===== config.mk =====
export PLATFORM = sky130hd
export DESIGN_NAME = whack_scorer
export DESIGN_NICKNAME = d
export VERILOG_FILES = /design/src/rtl/whack_scorer_pkg.sv /design/src/rtl/whack_scorer_button_conditioner.sv /design/src/rtl/whack_scorer.sv
export SDC_FILE = /design/constraint.sdc
export NUM_CORES = 1
export LEC_CHECK = 0
export ABC_AREA = 1
export BUFFER_PORTS_ARGS = -buffer_cell sky130_fd_sc_hd__buf_4
export CAP_MARGIN = 20
export CORE_ASPECT_RATIO = 0.75
export CORE_MARGIN = 3
export CORE_UTILIZATION = 58
export CTS_BUF_LIST = sky130_fd_sc_hd__clkbuf_8 sky130_fd_sc_hd__clkbuf_16
export CTS_CLUSTER_DIAMETER = 100
export CTS_CLUSTER_SIZE = 14
export DETAILED_ROUTE_END_ITERATION = 16
export PLACE_DENSITY = 0.79
export SLEW_MARGIN = 10
export SYNTH_ARGS = -nofsm -noshare
export SYNTH_HDL_FRONTEND = slang
export SYNTH_SLANG_ARGS = --single-unit

===== constraint.sdc =====
create_clock -name clk -period 2.63 [get_ports clk]
set_input_delay 0.263 -clock clk [delete_from_list [all_inputs] [get_ports clk]]
set_output_delay 0.263 -clock clk [all_outputs]
set_load 0.02 [all_outputs]

===== src/rtl/whack_scorer_pkg.sv =====
// Shared definitions for the whack-a-mole scorer and the display block:
// FSM encoding, hole count, default counter sizing and a one-hot helper.
package whack_scorer_pkg;

  localparam int NUM_HOLES    = 9;
  localparam int SCORE_W_DEF  = 8;
  localparam int MISS_MAX_DEF = 5;

  typedef enum logic [2:0] {
    ST_IDLE,
    ST_WAIT,
    ST_LIT,
    ST_SCORED,
    ST_OVER
  } state_t;

  // Isolate the lowest set bit (v & -v).
  function automatic logic [NUM_HOLES-1:0] lowest_bit(input logic [NUM_HOLES-1:0] v);
    return v & (~v + {{(NUM_HOLES-1){1'b0}}, 1'b1});
  endfunction

endpackage


===== src/rtl/whack_scorer_button_conditioner.sv =====
// One button: two-flop synchronizer, optional debouncer
// (WHACK_SCORER_DEBOUNCE_EN), then a registered rising-edge press pulse.
module button_conditioner #(
  parameter int DEBOUNCE_CYCLES = 16
) (
  input  logic clk,
  input  logic reset,
  input  logic btn,
  output logic press
);

  if (DEBOUNCE_CYCLES < 1) begin : g_bad_cfg
    $error("DEBOUNCE_CYCLES must be at least 1");
  end

  logic sync1, sync2, lvl, lvl_q;

  always_ff @(posedge clk or negedge reset) begin
    if (!reset) begin
      sync1 <= 1'b0;
      sync2 <= 1'b0;
    end else begin
      sync1 <= btn;
      sync2 <= sync1;
    end
  end

`ifdef WHACK_SCORER_DEBOUNCE_EN
  localparam int CW = $clog2(DEBOUNCE_CYCLES + 1);
  localparam logic [CW-1:0] CNT_LAST = CW'(DEBOUNCE_CYCLES - 1);

  logic [CW-1:0] cnt;
  logic          db;

  // Level flips on the DEBOUNCE_CYCLES-th consecutive disagreeing sample.
  always_ff @(posedge clk or negedge reset) begin
    if (!reset) begin
      cnt <= '0;
      db  <= 1'b0;
    end else if (sync2 == db) begin
      cnt <= '0;
    end else if (cnt == CNT_LAST) begin
      db  <= sync2;
      cnt <= '0;
    end else begin
      cnt <= cnt + CW'(1);
    end
  end

  assign lvl = db;
`else
  assign lvl = sync2;
`endif

  always_ff @(posedge clk or negedge reset) begin
    if (!reset) begin
      lvl_q <= 1'b0;
      press <= 1'b0;
    end else begin
      lvl_q <= lvl;
      press <= lvl & ~lvl_q;
    end
  end

endmodule


===== src/rtl/whack_scorer.sv =====
// Judges lit moles as hit/missed, keeps saturating score and miss counters.
// Optional button debouncing via WHACK_SCORER_DEBOUNCE_EN.
module whack_scorer
  import whack_scorer_pkg::*;
#(
  parameter int SCORE_W         = SCORE_W_DEF,
  parameter int MISS_MAX        = MISS_MAX_DEF,
  parameter int DEBOUNCE_CYCLES = 16
) (
  input  logic                 clk,
  input  logic                 reset,
  input  logic                 start,
  input  logic [NUM_HOLES-1:0] lights,
  input  logic [NUM_HOLES-1:0] buttons,
  output logic [SCORE_W-1:0]   score,
  output logic [3:0]           misses,
  output logic                 hit_pulse,
  output logic                 miss_pulse,
  output logic                 wrong_pulse,
  output logic                 playing,
  output logic                 game_over
);

  if (MISS_MAX < 1 || MISS_MAX > 15) begin : g_bad_cfg
    $error("MISS_MAX must be in 1..15");
  end

  localparam logic [3:0] MISS_LIM = 4'(MISS_MAX);

  logic [NUM_HOLES-1:0] press, lights_q, rise, fall;
  logic [NUM_HOLES-1:0] target_q, target_d;
  logic [SCORE_W-1:0]   score_q, score_d;
  logic [3:0]           misses_q, misses_d;
  logic                 hit_d, miss_d, wrong_d;
  state_t               state_q, state_d;

  button_conditioner #(.DEBOUNCE_CYCLES(DEBOUNCE_CYCLES)) u_btn [NUM_HOLES-1:0] (
    .clk   (clk),
    .reset (reset),
    .btn   (buttons),
    .press (press)
  );

  assign rise = lights & ~lights_q;
  assign fall = lights_q & ~lights;

  always_comb begin
    state_d  = state_q;
    target_d = target_q;
    score_d  = score_q;
    misses_d = misses_q;
    hit_d    = 1'b0;
    miss_d   = 1'b0;
    wrong_d  = 1'b0;
    case (state_q)
      ST_IDLE, ST_OVER: begin
        if (start) begin
          score_d  = '0;
          misses_d = '0;
          state_d  = ST_WAIT;
        end
      end
      ST_WAIT: begin
        if (|rise) begin
          target_d = lowest_bit(rise);
          state_d  = ST_LIT;
        end
      end
      ST_LIT: begin
        if (|(press & target_q)) begin
          hit_d = 1'b1;
          if (score_q != '1) score_d = score_q + SCORE_W'(1);
          // A fall coinciding with the hit is consumed here, not in SCORED.
          state_d = (|(fall & target_q)) ? ST_WAIT : ST_SCORED;
        end else if (|press) begin
          wrong_d = 1'b1;
          if (score_q != '0) score_d = score_q - SCORE_W'(1);
        end else if (|(fall & target_q)) begin
          miss_d   = 1'b1;
          misses_d = misses_q + 4'd1;
          state_d  = (misses_d == MISS_LIM) ? ST_OVER : ST_WAIT;
        end
      end
      ST_SCORED: begin
        if (|(fall & target_q)) state_d = ST_WAIT;
      end
      default: state_d = ST_IDLE;
    endcase
  end

  always_ff @(posedge clk or negedge reset) begin
    if (!reset) begin
      state_q     <= ST_IDLE;
      target_q    <= '0;
      lights_q    <= '0;
      score_q     <= '0;
      misses_q    <= '0;
      hit_pulse   <= 1'b0;
      miss_pulse  <= 1'b0;
      wrong_pulse <= 1'b0;
    end else begin
      state_q     <= state_d;
      target_q    <= target_d;
      lights_q    <= lights;
      score_q     <= score_d;
      misses_q    <= misses_d;
      hit_pulse   <= hit_d;
      miss_pulse  <= miss_d;
      wrong_pulse <= wrong_d;
    end
  end

  assign score     = score_q;
  assign misses    = misses_q;
  assign playing   = (state_q == ST_WAIT) || (state_q == ST_LIT) || (state_q == ST_SCORED);
  assign game_over = (state_q == ST_OVER);

endmodule


==> flow_summary_export.csv, run 1 <==
group,metric,value,unit
status,outcome,"complete, no violations",
global_route,grt_use_met3,0.0691,
floorplanning,num_rows,22,
synth,synth_edf_count,0,
critical_path,cp.required,2.87,ns
clock_network,numCtsBuffers,9,
critical_path,cp_common_cell,"nand2_1",
timing,slew_headroom,0.435,
critical_path,rr_worst_depth,14,
timing,fmax,0.457,GHz
synth,yosysWarnings,0,
placed_design,place_congestion,0.919,
detailed_routing,vias,2466,
timing,worstMarginPinSlew,0.847,ns
clock_network,ctsLongestPathBuffers,2,
job,drv.max_cap_violation_count,0,
detailed_routing,viasPerCell,5.03,
synth,syn_area,0.00324,mm²
synth,synth_common_cells,"nand2_1, dfrtp_1, inv_1",
hold_path,whs_path_depth,1,
global_route,antenna_found_initial,0,
layout,antenna-diode-count,0,
critical_path,reg2reg_from,"target_q[7]$_DFFE_PN0P_",
synth,synthCells,362,
critical_path,cp-start-kind,"flip-flop",
detailed_routing,wl_per_cell,12.6,µm
clock_network,tritoncts,"yes",
detailed_routing,drt-total-wl,6150,µm
clock_network,clock_latency,0.34,ns
detailed_routing,antenna_left,0,
critical_path,crit_cells,14,
critical_path,critPathTopFamily,"simple AND/OR/NAND/NOR gates",
floorplanning,start_util,0.630,
critical_path,end_kind,"flip-flop",
global_route,grt_pass1_vias,2410,
timing,setup_viol,0,
critical_path,criticalPathCategory,"reg2reg",
global_route,grt_overflow_total,0,
synth,synth_area_leader_cell,"dfrtp_1",
timing,grt_setup_unrepaired,"false",
timing,finalCritPeriodShare,0.832,
synth,synthArstFlopShare,1.00,
clock_network,postCtsResizedCells,0,
clock_network,clock-sinks,72,
synth,synthDistinctLibCells,28,
floorplanning,dieArea,0.00653,mm²
synth,synth_most_common_cell,"nand2_1",
placed_design,detailed_place_hpwl,4540,µm
floorplanning,ios,38,
global_route,met1_usage,0.281,
synth,postSynthAreaPerCell,8.96,µm²
global_route,gr-usage-met2,0.317,
synth,synth-main-ff-cell,"dfrtp_1",
synth,synth-seq-area-share,0.556,
clock_network,cts_root_buffer,"clkbuf_8",
power,worst_ir_drop_vdd,0.775,mV
clock_network,htree_levels,3,
floorplanning,core_area,0.00515,mm²
layout,drive_gt1_frac,0.201,
synth,syn_nets,392,
floorplanning,die_w,92.3,µm
hold_path,min_from,"buttons[0]",
timing,skew,0.00703,ns
global_route,grt_use_total,0.207,
critical_path,slowest_delay,0.40,ns
synth,synth.area.top_cells,"dfrtp_1, nand2_1, inv_1",
power,leakagePower,2.02,nW
synth,synth_top_area_share,0.556,
critical_path,rr_endpoint,"score[7]$_DFFE_PN0P_",
power,power_density,1000,mW/mm²
synth,synth-seq-cells,72,
critical_path,path_buf_inv,1,
global_route,grt_pass1_wl,10600,µm
timing,setup_tns,0,ns
layout,area_growth,17.9,%
layout,fin_util,0.743,
critical_path,cp_data_arrival_time,2.42,ns
clock_network,post_cts_buffers,0,
placed_design,preCtsSetupSlack,0.480,ns
global_route,grt_max_degree,73,
critical_path,slowest_stage,"dfrtp_1",
detailed_routing,first_pass_iters,4,
power,p_total,3.83,mW
critical_path,crit_chain,"nand2_1, nand2_1, nor2_4, inv_2, nor2_4, ha_1, a21oi_1, nor2_1, nor2_1, nand2_1, nand3_1, nand2_1, nand3_1, nand2_1",
timing,slew_violations,0,
floorplanning,die-height,70.8,µm
critical_path,rrSetupSlack,0.44,ns
timing,fin_crit,2.19,ns
hold_path,hold_path.class,"in2reg",
detailed_routing,drc_errors,0,
clock_network,clk_pin_slew_worst_paths,0.08,ns
global_route,grt_busiest_layer,"met2",
detailed_routing,dr.first_iter.drc_count,130,
hold_path,hold_end,"u_btn[0].sync1$_DFF_PN0_",
placed_design,numPortBuffers,37,
layout,final_nets,443,
timing,setup_slack,0.443,ns
timing,hold_viol_final,0,
critical_path,crit_fanout,8,
-- kinds of logic (layout without fill, tap and decap cells) --
logic type / count (synthesis) / count (layout) / share of synthesized area
xor gates and xnor gates: 3 / 3 / 0.00810
buffers and inverters: 47 / 103 / 0.0583
and+or+nand+nor: 212 / 212 / 0.311
DFF: 72 / 72 / 0.556
AOI/OAI and AO/OA: 19 / 19 / 0.0301
adders and majority gates: 9 / 9 / 0.0370
-- metrics by stage --
stage | cell area (µm²) | cells | hold slack (ns)
finish | 3820 | 490 | 0.0217
floorplan | 3240 | 362 | -0.0326
global route | 3820 | 490 | 0.000681
CTS | 3780 | 486 | 0.00228
detailed placement | 3600 | 470 | 0.335
global placement | 3600 | 470 | 0.331
-- sequential cells by signal (all words and copies together) (netlist names) --
name         cells
score            8
lights_q         9
u_btn.lvl        9
u_btn.press      9
u_btn.lvl_q      9
target_q         9
misses           4
u_btn.sync1      9
wrong_pulse      1
hit_pulse        1
state_q          3
miss_pulse       1
-- timing repair --
| action | in CTS | in global routing |
|---|---|---|
| setup endpoints to repair | 0 | 0 |
| endpoints found under the hold margin | 0 | 4 |
| hold buffers | 0 | 4 |
-- area by class of cell --
class | instances | area (µm²)
clock buffer | 10 | 138
multi-input combinational | 243 | 1250
clock inverter | 6 | 47.5
fill | 410 | 1320
sequential | 72 | 1800
timing repair buffer | 41 | 318
inverter | 46 | 178
tap | 72 | 90.1
-- placed cells by master, fill, tap and decap left out, types with 4 or more instances in the layout --
cell           synthesis  layout
nand2_1              103     103
nor2_2                 4       4
dfrtp_1               72      72
nand4_1               12      12
inv_1                 41      41
nand2_2                4       4
nor2_4                 4       4
clkbuf_8               0      10
buf_4                  0      37
ha_1                   8       8
o21ai_1                9       9
dlygate4sd3_1          0       4
a21oi_1                6       6
nand3_1               28      28
or2_2                  7       7
nor2_1                39      39
-- report_power, final --
group          internal [mW]  switching, mW  total, mW  leakage, nW
clock network          0.378          0.431      0.808       0.0937
logic                  0.599           1.02       1.62         1.03
registers               1.25          0.148       1.40        0.902
-- layer usage --
metal	vias to the layer above	wire (µm)
met4	0	88
met5	-	0
li1	1244	-
met2	85	2760
met3	12	417
met1	1125	2880
-- how the worst max path moves through the flow --
stage | from | to | slack [ns]
floorplan | target_q[7]$_DFFE_PN0P_ | score[7]$_DFFE_PN0P_ | 0.69
global placement | target_q[7]$_DFFE_PN0P_ | score[7]$_DFFE_PN0P_ | 0.61
detailed placement | target_q[7]$_DFFE_PN0P_ | score[7]$_DFFE_PN0P_ | 0.48
CTS | target_q[7]$_DFFE_PN0P_ | score[7]$_DFFE_PN0P_ | 0.46
global route | target_q[7]$_DFFE_PN0P_ | score[5]$_DFFE_PN0P_ | 0.23
finish | target_q[7]$_DFFE_PN0P_ | score[7]$_DFFE_PN0P_ | 0.44
-- worst register-to-register path, stage by stage (launching register included) --
cell,delay (ns)
dfrtp_1,0.40
nand2_1,0.07
nand2_1,0.08
nor2_4,0.18
inv_2,0.06
nor2_4,0.21
ha_1,0.34
a21oi_1,0.28
nor2_1,0.07
nor2_1,0.09
nand2_1,0.07
nand3_1,0.09
nand2_1,0.05
nand3_1,0.06
nand2_1,0.05
Note: power is estimated with default switching activity, not from simulation.
==> run 2, diff against run 1 <==
Settings changed: CORE_UTILIZATION 58 to 52, PLACE_DENSITY 0.79 to 0.75.
Clock period 2.63 ns to 2 ns, I/O delays scaled along.
==> run 2 against run 1 <==
  * Sequential share of layout area shrank 5.1 points
  * Highest routed layer unchanged
  * Non-clock buffer count grew 31
  * Clock-buffer cell count is the same
  * Sequential power grew 34%
  * Global-route usage shrank 0.50 points
==> flow_summary_export.csv, run 2 (synthesis gave the netlist of run 1 again) <==
group,metric,value,unit
status,outcome,"complete, no violations",
global_route,grt_pass1_vias,2459,
critical_path,crit_fanout,7,
timing,timing.hold.ws,0.265,ns
timing,skew,0.0120,ns
critical_path,criticalPathCategory,"reg2reg",
power,power_density,1390,mW/mm²
layout,final_nets,474,
global_route,grt_overflow_total,0,
clock_network,clk_pin_slew_worst_paths,0.08,ns
critical_path,cp-start-kind,"flip-flop",
hold_path,hold_path.class,"in2reg",
layout,area_growth,32.2,%
clock_network,clock_latency,0.35,ns
floorplanning,die-height,74.4,µm
timing,grt_setup_unrepaired,"true",
job,drv.max_cap_violation_count,0,
global_route,antenna_found_initial,0,
detailed_routing,first_pass_iters,5,
detailed_routing,drt-total-wl,7300,µm
layout,layout_common_cells,"nand2_1, dfrtp_1, buf_4",
layout,layout_commonest_cell,"nand2_1",
power,leakagePower,2.20,nW
timing,slew_violations,0,
floorplanning,num_rows,24,
clock_network,htree_levels,3,
timing,fmax,0.501,GHz
placed_design,numPortBuffers,37,
floorplanning,dieArea,0.00723,mm²
clock_network,tritoncts,"yes",
critical_path,cp_data_arrival_time,2.23,ns
clock_network,clock-sinks,72,
floorplanning,die_w,97.2,µm
layout,final_area,0.00429,mm²
floorplanning,ios,38,
power,p_total,5.95,mW
timing,slew_headroom,0.711,
clock_network,cts_root_buffer,"clkbuf_8",
detailed_routing,wl_per_cell,13.9,µm
placed_design,detailed_place_hpwl,4640,µm
clock_network,numCtsBuffers,9,
detailed_routing,antenna_left,0,
floorplanning,start_util,0.548,
timing,worstMarginPinSlew,0.430,ns
timing,finalCritPeriodShare,0.997,
layout,fin_util,0.725,
critical_path,end_kind,"flip-flop",
detailed_routing,drc_errors,0,
placed_design,place_area,0.00367,mm²
detailed_routing,dr.first_iter.drc_count,152,
floorplanning,core_area,0.00592,mm²
detailed_routing,vias,2708,
timing,setup_viol,0,
layout,drive_gt1_frac,0.272,
detailed_routing,viasPerCell,5.14,
layout,antenna-diode-count,0,
clock_network,ctsLongestPathBuffers,2,
timing,hold_viol_final,0,
timing,fin_crit,1.99,ns
global_route,grt_pass1_wl,11500,µm
power,worst_ir_drop_vdd,0.838,mV
placed_design,place_congestion,0.889,
critical_path,cp.required,2.23,ns
global_route,grt_max_degree,73,
global_route,grt_use_total,0.202,
run 2: cell types whose count changed in the layout (fill, tap and decap cells not counted), moves of 4 or more:
cell	change
ha_1	-6
buf_4	+12
nand2_2	+6
nand3_1	-4
dlygate4sd3_1	+15
nand2_1	-7
ha_4	+6
run 2: final timing paths:
kind	startpoint	end	slack, ns	depth (start not counted)
max	target_q[4]$_DFFE_PN0P_	score[7]$_DFFE_PN0P_	0.006	17
min	start	misses[2]$_DFFE_PN0P_	0.26	4
max reg2reg	target_q[4]$_DFFE_PN0P_	score[7]$_DFFE_PN0P_	0.006	17
min reg2reg	u_btn[8].sync1$_DFF_PN0_	u_btn[8].lvl$_DFF_PN0_	0.35	0
max in group asynchronous	reset	u_btn[0].press$_DFF_PN0_	1.29	3
min in group asynchronous	reset	lights_q[6]$_DFF_PN0_	0.39	3
run 2: timing repair:
item                                    4_1_cts  5_1_grt
gates resized for setup                       5       24
hold buffers                                 19        0
pin swaps                                     1       23
endpoints found under the setup margin        3        5
setup buffers                                 2        7
hold endpoints to repair                     90        0
run 2: metal layers:
metal,routed length (µm),track usage,vias to the layer above
met1,3180,0.272,1272
met2,3560,0.323,109
met5,0,0,-
met3,428,0.0562,16
met4,137,0.0685,0
li1,-,-,1311
run 2: power breakdown:
part           switching (mW)  internal, mW  leakage (nW)  total [mW]
sequential              0.226          1.65         0.902        1.87
combinational            1.67          1.34          1.20        3.02
clock                   0.570         0.497        0.0937        1.07
run 2: worst max-delay path: stages, from the launching register on:
cell and delay (ns):
dfrtp_1 0.42, nand2_1 0.10, nand2_2 0.06, nor2_4 0.12, inv_2 0.05, nor2_4 0.12
buf_12 0.15, ha_4 0.16, buf_6 0.11, nand2_1 0.05, nor2_1 0.10, nand2_1 0.08
nand2_1 0.08, inv_1 0.04, nand2_1 0.06, nand2_1 0.05, nand3_1 0.06, nand2_1 0.06
run 2: area by class of cell:
cell class,instances,area (µm²)
Sequential cell,72,1800
Fill cell,419,1630
Multi-Input combinational cell,243,1410
Timing Repair Buffer,72,621
Inverter,46,178
Clock buffer,10,138
Tap cell,78,97.6
Clock inverter,6,47.5
run 2: stage by stage:
step	setup TNS (ns)	worst slack, ns	cells
floorplan	0	0.0636	362
CTS	0	0.00428	520
detailed placement	-0.0277	-0.0203	483
finish	0	0.00551	527
global route	-0.490	-0.143	527
global placement	0	0.0633	483
==> run 3, diff against run 2 <==
Settings changed: CELL_PAD_IN_SITES_DETAIL_PLACEMENT set to 2, CELL_PAD_IN_SITES_GLOBAL_PLACEMENT set to 2, CORE_UTILIZATION 52 to 38, PLACE_DENSITY 0.75 to not set, PLACE_DENSITY_LB_ADDON set to 0.1.
Clock period 2 ns to 2.5 ns, I/O delays scaled along.
==> run 3 against run 2 <==
  * Wire length grew 29%
  * First-iteration DRC count fell by 51%
  * Sequential power down 20%
  * Utilization down 23 points
  * Total power decreased by 22%
  * Design area fell by 7.0%
  * Sequential cell count did not move
  * Hold slack worse by 0.24 ns
  * Critical path depth is 4 lower
  * Clock power rose by 16%
  * Critical endpoint is now score[6]$_DFFE_PN0P_
  * Highest routed layer unchanged
==> flow_summary_export.csv, run 3 (synthesis gave the netlist of run 1 again) <==
group,metric,value,unit
critical_path,cp-start-kind,"flip-flop",
hold_path,min_from,"buttons[4]",
floorplanning,die_w,113,µm
critical_path,criticalPathCategory,"reg2reg",
layout,multiInputGateArea,0.00127,mm²
critical_path,crit_chain,"nand2_1, nand2_1, nor2_1, nand2_1, nor2_4, buf_4, ha_1, a21oi_1, or2_2, nand4_1, a21oi_1, nand2_1, nand2_1",
timing,setup_viol,0,
power,power_density,1170,mW/mm²
detailed_routing,first_pass_iters,4,
timing,slew_violations,0,
layout,final_nets,444,
critical_path,slowest_stage,"dfrtp_1",
timing,fmax,0.416,GHz
critical_path,cp.required,2.78,ns
critical_path,end_kind,"flip-flop",
detailed_routing,drt-total-wl,9440,µm
critical_path,path_buf_inv,1,
detailed_routing,viasPerCell,5.00,
timing,setup_slack,0.0958,ns
timing,fin_crit,2.40,ns
power,leakagePower,2.07,nW
critical_path,rr_endpoint,"score[6]$_DFFE_PN0P_",
global_route,antenna_found_initial,0,
clock_network,clk_pin_slew_worst_paths,0.06,ns
clock_network,cts_root_buffer,"clkbuf_16",
status,outcome,"complete, no violations",
critical_path,critPathTopFamily,"simple AND/OR/NAND/NOR gates",
detailed_routing,wl_per_cell,18.0,µm
detailed_routing,vias,2620,
placed_design,place_area,0.00364,mm²
clock_network,numCtsBuffers,9,
critical_path,slowest_delay,0.40,ns
global_route,grt_overflow_total,0,
timing,slew_headroom,0.388,
placed_design,numPortBuffers,37,
floorplanning,start_util,0.401,
critical_path,rr_worst_depth,13,
hold_path,hold_end,"u_btn[4].sync1$_DFF_PN0_",
critical_path,cp_data_arrival_time,2.68,ns
timing,skew,0.00989,ns
clock_network,tritoncts,"yes",
detailed_routing,antenna_left,0,
power,worst_ir_drop_vdd,0.550,mV
detailed_routing,dr.first_iter.drc_count,75,
floorplanning,dieArea,0.00969,mm²
clock_network,clock-sinks,72,
layout,layout_common_cells,"nand2_1, dfrtp_1, inv_1",
placed_design,detailed_place_hpwl,6550,µm
placed_design,place_congestion,0.802,
clock_network,ctsLongestPathBuffers,2,
critical_path,rrSetupSlack,0.1,ns
global_route,grt_use_total,0.213,
detailed_routing,drc_errors,0,
placed_design,preCtsSetupSlack,0.207,ns
floorplanning,num_rows,28,
floorplanning,ios,38,
job,drv.max_cap_violation_count,0,
critical_path,cp_common_cell,"nand2_1",
timing,grt_setup_unrepaired,"true",
timing,hold_viol_final,0,
floorplanning,die-height,86.0,µm
hold_path,hold_path.class,"in2reg",
global_route,grt_pass1_vias,2948,
layout,antenna-diode-count,0,
floorplanning,core_area,0.00809,mm²
critical_path,crit_fanout,7,
layout,seqCellArea,0.00180,mm²
layout,drive_gt1_frac,0.212,
global_route,grt_max_degree,73,
layout,area_growth,23.0,%
layout,fin_util,0.493,
timing,finalCritPeriodShare,0.962,
clock_network,clock_latency,0.34,ns
clock_network,htree_levels,3,
global_route,grt_pass1_wl,15900,µm
layout,fillers,889,
timing,worstMarginPinSlew,0.919,ns
critical_path,reg2reg_from,"target_q[2]$_DFFE_PN0P_",
layout,layout_commonest_cell,"nand2_1",
layout,final_area,0.00399,mm²
hold_path,whs_path_depth,1,
-- run 3: cell types whose count changed in the layout (fill, tap and decap cells not counted), moves of 5 or more --
cell	previous run	this run
buf_4	49	40
nand2_1	96	103
clkbuf_16	0	9
ha_4	6	1
clkbuf_8	10	0
ha_1	2	7
nand2_2	10	4
dlygate4sd3_1	19	2
-- run 3: stage by stage --
| step | hold slack, ns | std cells | total power [mW] | setup TNS (ns) |
|---|---|---|---|---|
| after CTS | 0.00414 | 519 | 4.62 | 0 |
| after floorplan | -0.0456 | 362 | 2.73 | 0 |
| after global placement | 0.331 | 503 | 3.18 | 0 |
| after detailed placement | 0.341 | 503 | 3.30 | 0 |
| final | 0.0213 | 524 | 4.67 | 0 |
| after global routing | 0.00127 | 524 | 5.05 | -0.0735 |
-- run 3: area by class of cell --
type	count	area share
flip-flops and latches	72	0.452
multi-input cells	243	0.318
repair buffers	42	0.0803
clock buffers	9	0.0565
inverters	46	0.0446
well taps	105	0.0329
clock inverters	7	0.0157
-- run 3: layer usage --
metal  GRT usage  wire length [µm]  part of all wire
met3      0.0515               302             0.032
met5           0                 0                 0
met4      0.0600               101             0.011
met1       0.278              4300              0.46
met2       0.354              4730              0.50
-- run 3: worst max path at each step --
| stage | from | endpoint | cells after the start |
|---|---|---|---|
| after floorplan | target_q[7]$_DFFE_PN0P_ | score[7]$_DFFE_PN0P_ | 14 |
| after global placement | target_q[3]$_DFFE_PN0P_ | score[7]$_DFFE_PN0P_ | 14 |
| after detailed placement | target_q[7]$_DFFE_PN0P_ | score[7]$_DFFE_PN0P_ | 14 |
| after CTS | target_q[7]$_DFFE_PN0P_ | score[7]$_DFFE_PN0P_ | 14 |
| after global routing | u_btn[2].press$_DFF_PN0_ | score[6]$_DFFE_PN0P_ | 14 |
| final | target_q[2]$_DFFE_PN0P_ | score[6]$_DFFE_PN0P_ | 13 |
-- run 3: power by group --
group	internal [mW]	switching [mW]
Combinational	0.694	1.25
Clock	0.692	0.543
Sequential	1.32	0.169
Total	2.71	1.97
-- run 3: what timing repair did --
item                                   in CTS  in global routing
endpoints found under the hold margin       0                  2
resized for setup                           0                  3
setup buffers                               0                  3
setup endpoints to repair                   0                  2
hold buffers                                0                  2
